===== config.mk =====
export PLATFORM = sky130hd
export DESIGN_NAME = time_bin_sequencer
export DESIGN_NICKNAME = d
export VERILOG_FILES = /design/src/rtl/time_bin_sequencer.sv
export SDC_FILE = /design/constraint.sdc
export NUM_CORES = 1
export LEC_CHECK = 0
export ABC_CLOCK_PERIOD_IN_PS = 3300
export CORE_ASPECT_RATIO = 1.75
export CORE_MARGIN = 1
export CORE_UTILIZATION = 59
export DETAILED_ROUTE_END_ITERATION = 6
export PLACE_DENSITY = 0.8
export SKIP_LAST_GASP = 1
export SYNTH_ARGS = -nofsm -noshare
export SYNTH_HDL_FRONTEND = slang
export SYNTH_SLANG_ARGS = --single-unit

===== constraint.sdc =====
create_clock -name clk_i -period 3.3 [get_ports clk_i]
set_input_delay 0.66 -clock clk_i [delete_from_list [all_inputs] [get_ports clk_i]]
set_output_delay 0.66 -clock clk_i [all_outputs]
set_load 0.02 [all_outputs]

===== src/rtl/time_bin_sequencer.sv =====
`default_nettype none
// ============================================================================
// time_bin_sequencer : per-bin clear/gate/settle/capture run controller with a
// first-word-fall-through capture FIFO.                              Rev 1.0
// ============================================================================

module time_bin_sequencer #(
  parameter int CNT_W      = 8,
  parameter int LEN_W      = 20,
  parameter int NBIN_W     = 8,
  parameter int FIFO_DEPTH = 16,
  parameter int CNT_LAT    = 2
) (
  input  logic              clk_i,
  input  logic              reset_i,
  input  logic              start_i,
  input  logic              abort_i,
  input  logic [LEN_W-1:0]  bin_len_i,
  input  logic [NBIN_W-1:0] num_bins_i,
  input  logic [CNT_W-1:0]  cnt_in_i,
  output logic              cnt_clr_o,
  output logic              gate_o,
  output logic              busy_o,
  output logic              done_o,
  output logic [NBIN_W-1:0] bin_idx_o,
  output logic              overflow_o,
  output logic [CNT_W-1:0]  rd_data_o,
  output logic              rd_valid_o,
  input  logic              rd_ready_i
);

  localparam int               PTR_W  = (FIFO_DEPTH > 1) ? $clog2(FIFO_DEPTH) : 1;
  localparam logic [LEN_W-1:0] LAT_M1 = LEN_W'(CNT_LAT - 1);
  localparam logic [PTR_W:0]   DEPTH  = (PTR_W + 1)'(FIFO_DEPTH);

  typedef enum logic [2:0] {
    S_IDLE    = 3'd0,
    S_CLEAR   = 3'd1,
    S_COUNT   = 3'd2,
    S_SETTLE  = 3'd3,
    S_CAPTURE = 3'd4
  } state_t;

  state_t            state_q, state_d;
  logic [LEN_W-1:0]  timer_q, timer_d;
  logic [LEN_W-1:0]  len_q, len_d;
  logic [NBIN_W-1:0] nbins_q, nbins_d;
  logic [NBIN_W-1:0] bin_idx_q, bin_idx_d;
  logic              overflow_q, overflow_d;
  logic              done_q, done_d;
  logic              cnt_clr_q, gate_q, busy_q;

  logic              cap_req, wr_en, rd_fire, full, not_empty;

  logic [CNT_W-1:0]  mem_q [FIFO_DEPTH];
  logic [PTR_W-1:0]  wr_ptr_q, rd_ptr_q;
  logic [PTR_W:0]    count_q;

  assign not_empty = (count_q != '0);
  assign full      = (count_q == DEPTH);
  assign rd_fire   = not_empty && rd_ready_i;

  always_comb begin
    state_d    = state_q;
    timer_d    = timer_q;
    len_d      = len_q;
    nbins_d    = nbins_q;
    bin_idx_d  = bin_idx_q;
    overflow_d = overflow_q;
    done_d     = 1'b0;
    cap_req    = 1'b0;
    wr_en      = 1'b0;

    case (state_q)
      S_IDLE: begin
        if (start_i && !abort_i) begin
          len_d      = bin_len_i;
          nbins_d    = num_bins_i;
          overflow_d = 1'b0;
          bin_idx_d  = '0;
          if (num_bins_i == '0) begin
            done_d = 1'b1;
          end else begin
            state_d = S_CLEAR;
            timer_d = LAT_M1;
          end
        end
      end
      S_CLEAR: begin
        if (timer_q == '0) begin
          state_d = S_COUNT;
          // A zero length still opens the gate for one clock.
          timer_d = (len_q == '0) ? '0 : len_q - LEN_W'(1);
        end else begin
          timer_d = timer_q - LEN_W'(1);
        end
      end
      S_COUNT: begin
        if (timer_q == '0) begin
          state_d = S_SETTLE;
          timer_d = LAT_M1;
        end else begin
          timer_d = timer_q - LEN_W'(1);
        end
      end
      S_SETTLE: begin
        if (timer_q == '0) begin
          state_d = S_CAPTURE;
        end else begin
          timer_d = timer_q - LEN_W'(1);
        end
      end
      S_CAPTURE: begin
        cap_req = 1'b1;
        if (bin_idx_q == nbins_q - NBIN_W'(1)) begin
          state_d = S_IDLE;
          done_d  = 1'b1;
        end else begin
          bin_idx_d = bin_idx_q + NBIN_W'(1);
          state_d   = S_CLEAR;
          timer_d   = LAT_M1;
        end
      end
      default: state_d = S_IDLE;
    endcase

    if (abort_i && (state_q != S_IDLE)) begin
      state_d = S_IDLE;
      done_d  = 1'b0;
      cap_req = 1'b0;
    end

    // A full FIFO still accepts the sample when a read frees a slot this cycle.
    wr_en = cap_req && (!full || rd_fire);
    if (cap_req && !wr_en) begin
      overflow_d = 1'b1;
    end
  end

  always_ff @(posedge clk_i or posedge reset_i) begin
    if (reset_i) begin
      state_q    <= S_IDLE;
      timer_q    <= '0;
      len_q      <= '0;
      nbins_q    <= '0;
      bin_idx_q  <= '0;
      overflow_q <= 1'b0;
      done_q     <= 1'b0;
      cnt_clr_q  <= 1'b0;
      gate_q     <= 1'b0;
      busy_q     <= 1'b0;
    end else begin
      state_q    <= state_d;
      timer_q    <= timer_d;
      len_q      <= len_d;
      nbins_q    <= nbins_d;
      bin_idx_q  <= bin_idx_d;
      overflow_q <= overflow_d;
      done_q     <= done_d;
      cnt_clr_q  <= (state_d == S_CLEAR);
      gate_q     <= (state_d == S_COUNT);
      busy_q     <= (state_d != S_IDLE);
    end
  end

  always_ff @(posedge clk_i or posedge reset_i) begin
    if (reset_i) begin
      wr_ptr_q <= '0;
      rd_ptr_q <= '0;
      count_q  <= '0;
    end else begin
      if (wr_en) begin
        wr_ptr_q <= wr_ptr_q + PTR_W'(1);
      end
      if (rd_fire) begin
        rd_ptr_q <= rd_ptr_q + PTR_W'(1);
      end
      count_q <= count_q + (PTR_W + 1)'(wr_en) - (PTR_W + 1)'(rd_fire);
    end
  end

  // Storage needs no reset: the head is masked to zero whenever the FIFO is empty.
  always_ff @(posedge clk_i) begin
    if (wr_en) begin
      mem_q[wr_ptr_q] <= cnt_in_i;
    end
  end

  assign cnt_clr_o  = cnt_clr_q;
  assign gate_o     = gate_q;
  assign busy_o     = busy_q;
  assign done_o     = done_q;
  assign bin_idx_o  = bin_idx_q;
  assign overflow_o = overflow_q;
  assign rd_valid_o = not_empty;
  assign rd_data_o  = not_empty ? mem_q[rd_ptr_q] : '0;

endmodule

`default_nettype wire


==> results.yml, run 1 <==
place:
  pre_cts_slack_ns: 0.239
  placed_cells: 941
  place_hpwl_mm: 14.4
  routabilityCongestion: 0.901
  dpl_cell_area_um2: 10300
  portBuffers: 62
drt:
  wl_per_cell_um: 21.1
  viasPerCell: 6.12
  drt_iter0_markers: 423
  postRouteAntennaNets: 0
  drc: 0
  wl_mm: 20.7
  drt_pass1_iterations: 5
  dr_total_vias: 5981
cts:
  clk_pin_slew_ns: 0.07
  clock-sinks: 205
  clockRootBuffer: "clkbuf_16"
  clk_latency_ns: 0.49
  cts_buffers: 18
  h-tree-depth: 1
  clockBufferDepth: 3
  cts_hold_buffers: 0
  tritoncts: "done"
synth:
  syn-instance-count: 705
  post-synth-top-area-cell: "edfxtp_1"
  ys_types: 55
  synthFlopType: "edfxtp_1"
  synth_edf_count: 128
  synth_area_leaders: "edfxtp_1 41%, dfrtp_1 20%, mux4_2 9.6%, nand2_1 4.2%, xnor2_1 2.4%"
  synth-seq-cells: 205
  synth.avg_cell_area_um2: 13.3
  synth_area_um2: 9410
  async_reset_ff_frac: 0.376
  ys_seq_area_frac: 0.613
  synthesis.yosys.warnings: 0
  yosysTopAreaCellShare: 0.409
  syn_nets: 764
power_and_ir_drop:
  power_mw: 8.89
  power_density_nw_per_um2: 809
  power_leakage_nw: 4.19
  ir_worst_vdd_mv: 0.537
timing:
  slew_violations: 0
  slew_headroom: 0.434
  hold_viol_final: 0
  finalSetupTns_ns: 0
  post-route-min-period_ns: 3.26
  timing.final.ws_setup_ns: 0.0384
  setup-violations-final: 0
  max_freq_mhz: 307
  skew_ns: 0.0146
  timing.final.crit_share: 0.988
  worstMarginPinSlew_ns: 0.845
  holdWs_ns: 0.486
worst_setup_path:
  crit_fanout: 11
  slowest_delay_ns: 0.54
  critPathArrivalTime_ns: 2.60
  slowest_stage: "mux4_2"
  worstSetupEndpointType: "output port"
  worst-setup-path-type: "reg2out"
  crit_chain: "buf_12 -> buf_12 -> mux4_2 -> mux4_2 -> nor2b_1 -> clkdlybuf4s15_1"
  crit_required_ns: 2.64
  cp-start-kind: "flip-flop"
run:
  drv_cap: 0
outcome:
  outcome: "finished clean"
finish:
  final_common_cell: "edfxtp_1"
  area_growth_pct: 16.8
  antenna_cells: 0
  fin_util: 0.710
  final_cell_mix: "128 x edfxtp_1, 105 x nand2_1, 76 x dfrtp_1"
  fin_cells: 977
  stdcell_area_um2: 11000
  nets: 838
  layout-drive-gt1-share: 0.124
grt:
  grt-ovfl-total: 0
  grt_pass1_vias: 6159
  grt_max_degree: 50
  gr-usage-all-layers: 0.257
  antenna_found_initial: 0
  grt_pass1_wl_mm: 32.8
floorplan:
  fp.dieH_um: 169
  die_w_um: 97.5
  rows: 60
  dieArea_um2: 16500
  start_util: 0.608
  fp.coreArea_um2: 15500
  io-pin-count: 63
hold_path:
  min_path_type: "reg2reg"
synthesized netlist by cell type, types with 12 or more instances:
cell	count
edfxtp_1	128
mux4_2	40
nand2_1	105
nor2_1	33
o21ai_0	14
nand3_1	16
and2_1	17
xnor2_1	26
xor2_1	25
ha_1	17
clkbuf_1	17
a21oi_1	13
dfrtp_1	77
inv_1	23
nor4_1	12
nor3_1	19
metal layers:
| layer | routed length [µm] | vias up | GRT usage | share of wire |
|---|---|---|---|---|
| met3 | 768 | 44 | 0.0273 | 0.037 |
| met2 | 11900 | 192 | 0.498 | 0.58 |
| li1 | - | 2763 | - | - |
| met5 | 0 | - | 0 | 0 |
| met1 | 7290 | 2982 | 0.284 | 0.35 |
| met4 | 655 | 0 | 0.102 | 0.032 |
logic make-up after synthesis:
| kind of cell | after synthesis | synth area share |
|---|---|---|
| XOR/XNOR | 51 | 0.0475 |
| adder cells (fa/ha/maj) | 19 | 0.0259 |
| AO/OA/AOI/OAI | 78 | 0.0580 |
| buffers and inverters | 51 | 0.0206 |
| AND/OR/NAND/NOR | 259 | 0.136 |
| multiplexers | 42 | 0.0980 |
| flip-flops | 205 | 0.613 |
worst max-delay path, delay by kind of cell (launching register included):
kind | cells | cell delay (ns)
DFF | 1 | 0.38
muxes | 2 | 1.03
buffers and inverters | 3 | 0.57
and+or+nand+nor | 1 | 0.14
state kept, by name (all words and copies together) (netlist names), 3 cells and up:
| name | count |
|---|---|
| len_q | 20 |
| count_q | 5 |
| mem_q | 128 |
| bin_idx_o | 8 |
| timer_q | 20 |
| wr_ptr_q | 4 |
| rd_ptr_q | 4 |
| state_q | 3 |
| nbins_q | 8 |
path summary, 6_finish.rpt:
kind	start	endpoint	slack (ns)	depth (start not counted)
min reg2reg	rd_ptr_q[2]$_DFFE_PP0P_	rd_ptr_q[2]$_DFFE_PP0P_	0.49	1
max	rd_ptr_q[0]$_DFFE_PP0P_	rd_data_o[7]	0.04	6
max reg2reg	timer_q[11]$_DFFE_PP0P_	timer_q[13]$_DFFE_PP0P_	0.33	7
min in group asynchronous	reset_i	busy_o$_DFF_PP0_	0.58	2
min	rd_ptr_q[2]$_DFFE_PP0P_	rd_ptr_q[2]$_DFFE_PP0P_	0.49	1
max in group asynchronous	reset_i	len_q[12]$_DFFE_PP0P_	2.02	3
timing repair:
item / 4_1_cts / 5_1_grt
gates cloned: 1 / 2
resized for setup: 10 / 11
endpoints found under the setup margin: 8 / 9
buffers inserted: 0 / 1
where the power goes:
| group | total [mW] | leakage (nW) | internal (mW) | switching [mW] |
|---|---|---|---|---|
| clock | 2.09 | 0.279 | 1.16 | 0.925 |
| combinational | 3.35 | 1.77 | 1.67 | 1.67 |
| sequential | 3.46 | 2.14 | 3.05 | 0.405 |
| total | 8.89 | 4.19 | 5.88 | 3.00 |
layout make-up:
type                    count  area (µm²)
inverters                  23        86.3
multi-input cells         449        3440
flip-flops and latches    205        5770
fillers                  1041        4480
well taps                 186         233
repair buffers             82         870
clock inverters            10        83.8
clock buffers              22         497
(Power assumes the default switching activity.)
==> run 2: changes to the inputs <==
Settings changed: PLACE_DENSITY 0.8 to 0.88.
==> run 2 against run 1 <==
Combinational power about the same. Clock power increased by 2%. Hold slack improved by 0.033 ns.
==> results.yml, run 2 (synthesis results as in run 1) <==
outcome:
  outcome: "finished clean"
finish:
  nets: 845
  fin_util: 0.712
  top_register: "mem_q"
  area_growth_pct: 17.1
  final_common_cell: "edfxtp_1"
  largest_register_ffs: 128
  largestRegisters: "mem_q (128), len_q (20), timer_q (20)"
  stdcell_area_um2: 11000
  final_cell_mix: "128 x edfxtp_1, 105 x nand2_1, 76 x dfrtp_1"
  layout-drive-gt1-share: 0.135
  antenna_cells: 0
floorplan:
  fp.dieH_um: 169
  fp.coreArea_um2: 15500
  die_w_um: 97.5
  rows: 60
  start_util: 0.608
  dieArea_um2: 16500
  io-pin-count: 63
worst_setup_path:
  critPathTopFamily: "multiplexers"
  slowest_stage: "mux4_2"
  worst-path-buf-inv: 3
  cp_common_cell: "mux4_2"
  reg2reg_to: "timer_q[16]$_DFFE_PP0P_"
  r2r_slack_ns: 0.35
  r2r_cells: 10
  worstSetupEndpointType: "output port"
  crit_required_ns: 2.64
  slowest_delay_ns: 0.54
  worst-setup-path-type: "reg2out"
  crit_chain: "buf_4 -> buf_12 -> mux4_2 -> mux4_2 -> nor2b_1 -> clkdlybuf4s15_1"
  crit_fanout: 10
  critPathArrivalTime_ns: 2.61
  r2r-start: "nbins_q[0]$_DFFE_PP0P_"
  cp-start-kind: "flip-flop"
power_and_ir_drop:
  power_density_nw_per_um2: 811
  p_seq_frac: 0.388
  combPwrFrac: 0.372
  ir_worst_vdd_mv: 0.501
  pwr-share-clk: 0.240
  p_sw_mw: 3.02
  swShare: 0.338
  power_leakage_nw: 4.22
  intPower_mw: 5.91
timing:
  slew_headroom: 0.451
  setup-violations-final: 0
  max_freq_mhz: 306
  rsz0062_at_grt: "yes"
  worstMarginPinSlew_ns: 0.820
  timing.final.crit_share: 0.989
  slew_violations: 0
  skew_ns: 0.0234
  post-route-min-period_ns: 3.27
  hold_viol_final: 0
run:
  drv_cap: 0
drt:
  drt_iter0_markers: 442
  wl_mm: 21.6
  viasPerCell: 6.23
  drt_pass1_iterations: 6
  postRouteAntennaNets: 0
  dr_total_vias: 6140
  drc: 0
  wl_per_cell_um: 22.0
cts:
  clockRootBuffer: "clkbuf_16"
  clk_pin_slew_ns: 0.06
  clk_latency_ns: 0.49
  cts_buffers: 19
  h-tree-depth: 1
  clockBufferDepth: 3
  tritoncts: "done"
  clock-sinks: 205
grt:
  gr-usage-all-layers: 0.273
  grt_pass1_wl_mm: 34.4
  grt_pass1_vias: 6443
  grt_max_degree: 51
  grt-ovfl-total: 0
  antenna_found_initial: 0
hold_path:
  hold_path_end: "nbins_q[6]$_DFFE_PP0P_"
  whs_path_depth: 2
  min_path_type: "reg2reg"
  hp-start: "nbins_q[6]$_DFFE_PP0P_"
place:
  place_hpwl_mm: 14.6
  dpl_cell_area_um2: 10300
  portBuffers: 62
  routabilityCongestion: 0.916
run 2: per-stage QoR:
| stage | std cells | power, mW | TNS [ns] | hold WS (ns) | setup WS (ns) |
|---|---|---|---|---|---|
| 3_5_place_dp | 945 | 6.71 | 0 | 0.498 | 0.195 |
| 6_report | 985 | 8.93 | 0 | 0.520 | 0.0350 |
| 2_1_floorplan | 705 | 5.77 | 0 | 0.462 | 0.240 |
| 5_1_grt | 985 | 9.38 | -0.0509 | 0.556 | -0.0385 |
| 4_1_cts | 983 | 8.93 | -0.157 | 0.521 | -0.0964 |
| 3_3_place_gp | 945 | 6.54 | 0 | 0.482 | 0.245 |
run 2: power by group through the flow:
stage               clock [mW]  sequential [mW]  combinational [mW]
floorplan                    0             3.36                2.41
global placement             0             3.49                3.05
detailed placement           0             3.51                3.20
CTS                       2.17             3.46                3.29
global route              2.27             3.51                3.60
finish                    2.14             3.46                3.33
run 2: tightest hold or removal path, cell delays in order (launching register included):
cell     delay [ns]
dfrtp_1        0.37
nand2_1        0.06
nand2_1        0.06
run 2: final cells by class:
| type | count | area (µm²) |
|---|---|---|
| Clock buffer | 25 | 498 |
| Inverter | 23 | 86.3 |
| Timing Repair Buffer | 88 | 876 |
| Fill cell | 1015 | 4450 |
| Multi-Input combinational cell | 449 | 3440 |
| Clock inverter | 9 | 103 |
| Tap cell | 186 | 233 |
| Sequential cell | 205 | 5770 |
run 2: worst max-delay path by stage:
| stage | slack, ns | from | end | cells past startpoint |
|---|---|---|---|---|
| after global routing | -0.04 | rd_ptr_q[0]$_DFFE_PP0P_ | rd_data_o[5] | 6 |
| final | 0.03 | rd_ptr_q[0]$_DFFE_PP0P_ | rd_data_o[5] | 6 |
| after detailed placement | 0.20 | rd_ptr_q[0]$_DFFE_PP0P_ | rd_data_o[6] | 5 |
| after floorplan | 0.24 | rd_ptr_q[0]$_DFFE_PP0P_ | rd_data_o[0] | 5 |
| after global placement | 0.24 | rd_ptr_q[0]$_DFFE_PP0P_ | rd_data_o[0] | 5 |
| after CTS | -0.1 | rd_ptr_q[0]$_DFFE_PP0P_ | rd_data_o[5] | 6 |
run 2: repair_timing:
action,in CTS,in global routing
resized for setup,14,9
buffers inserted,3,2
cloned,1,0
hold buffers,0,0
endpoints found under the setup margin,8,22
run 2: routing by layer:
layer	global-route usage	part of all wire
met3	0.0355	0.053
met5	0	0
met4	0.158	0.062
met1	0.289	0.34
met2	0.513	0.55
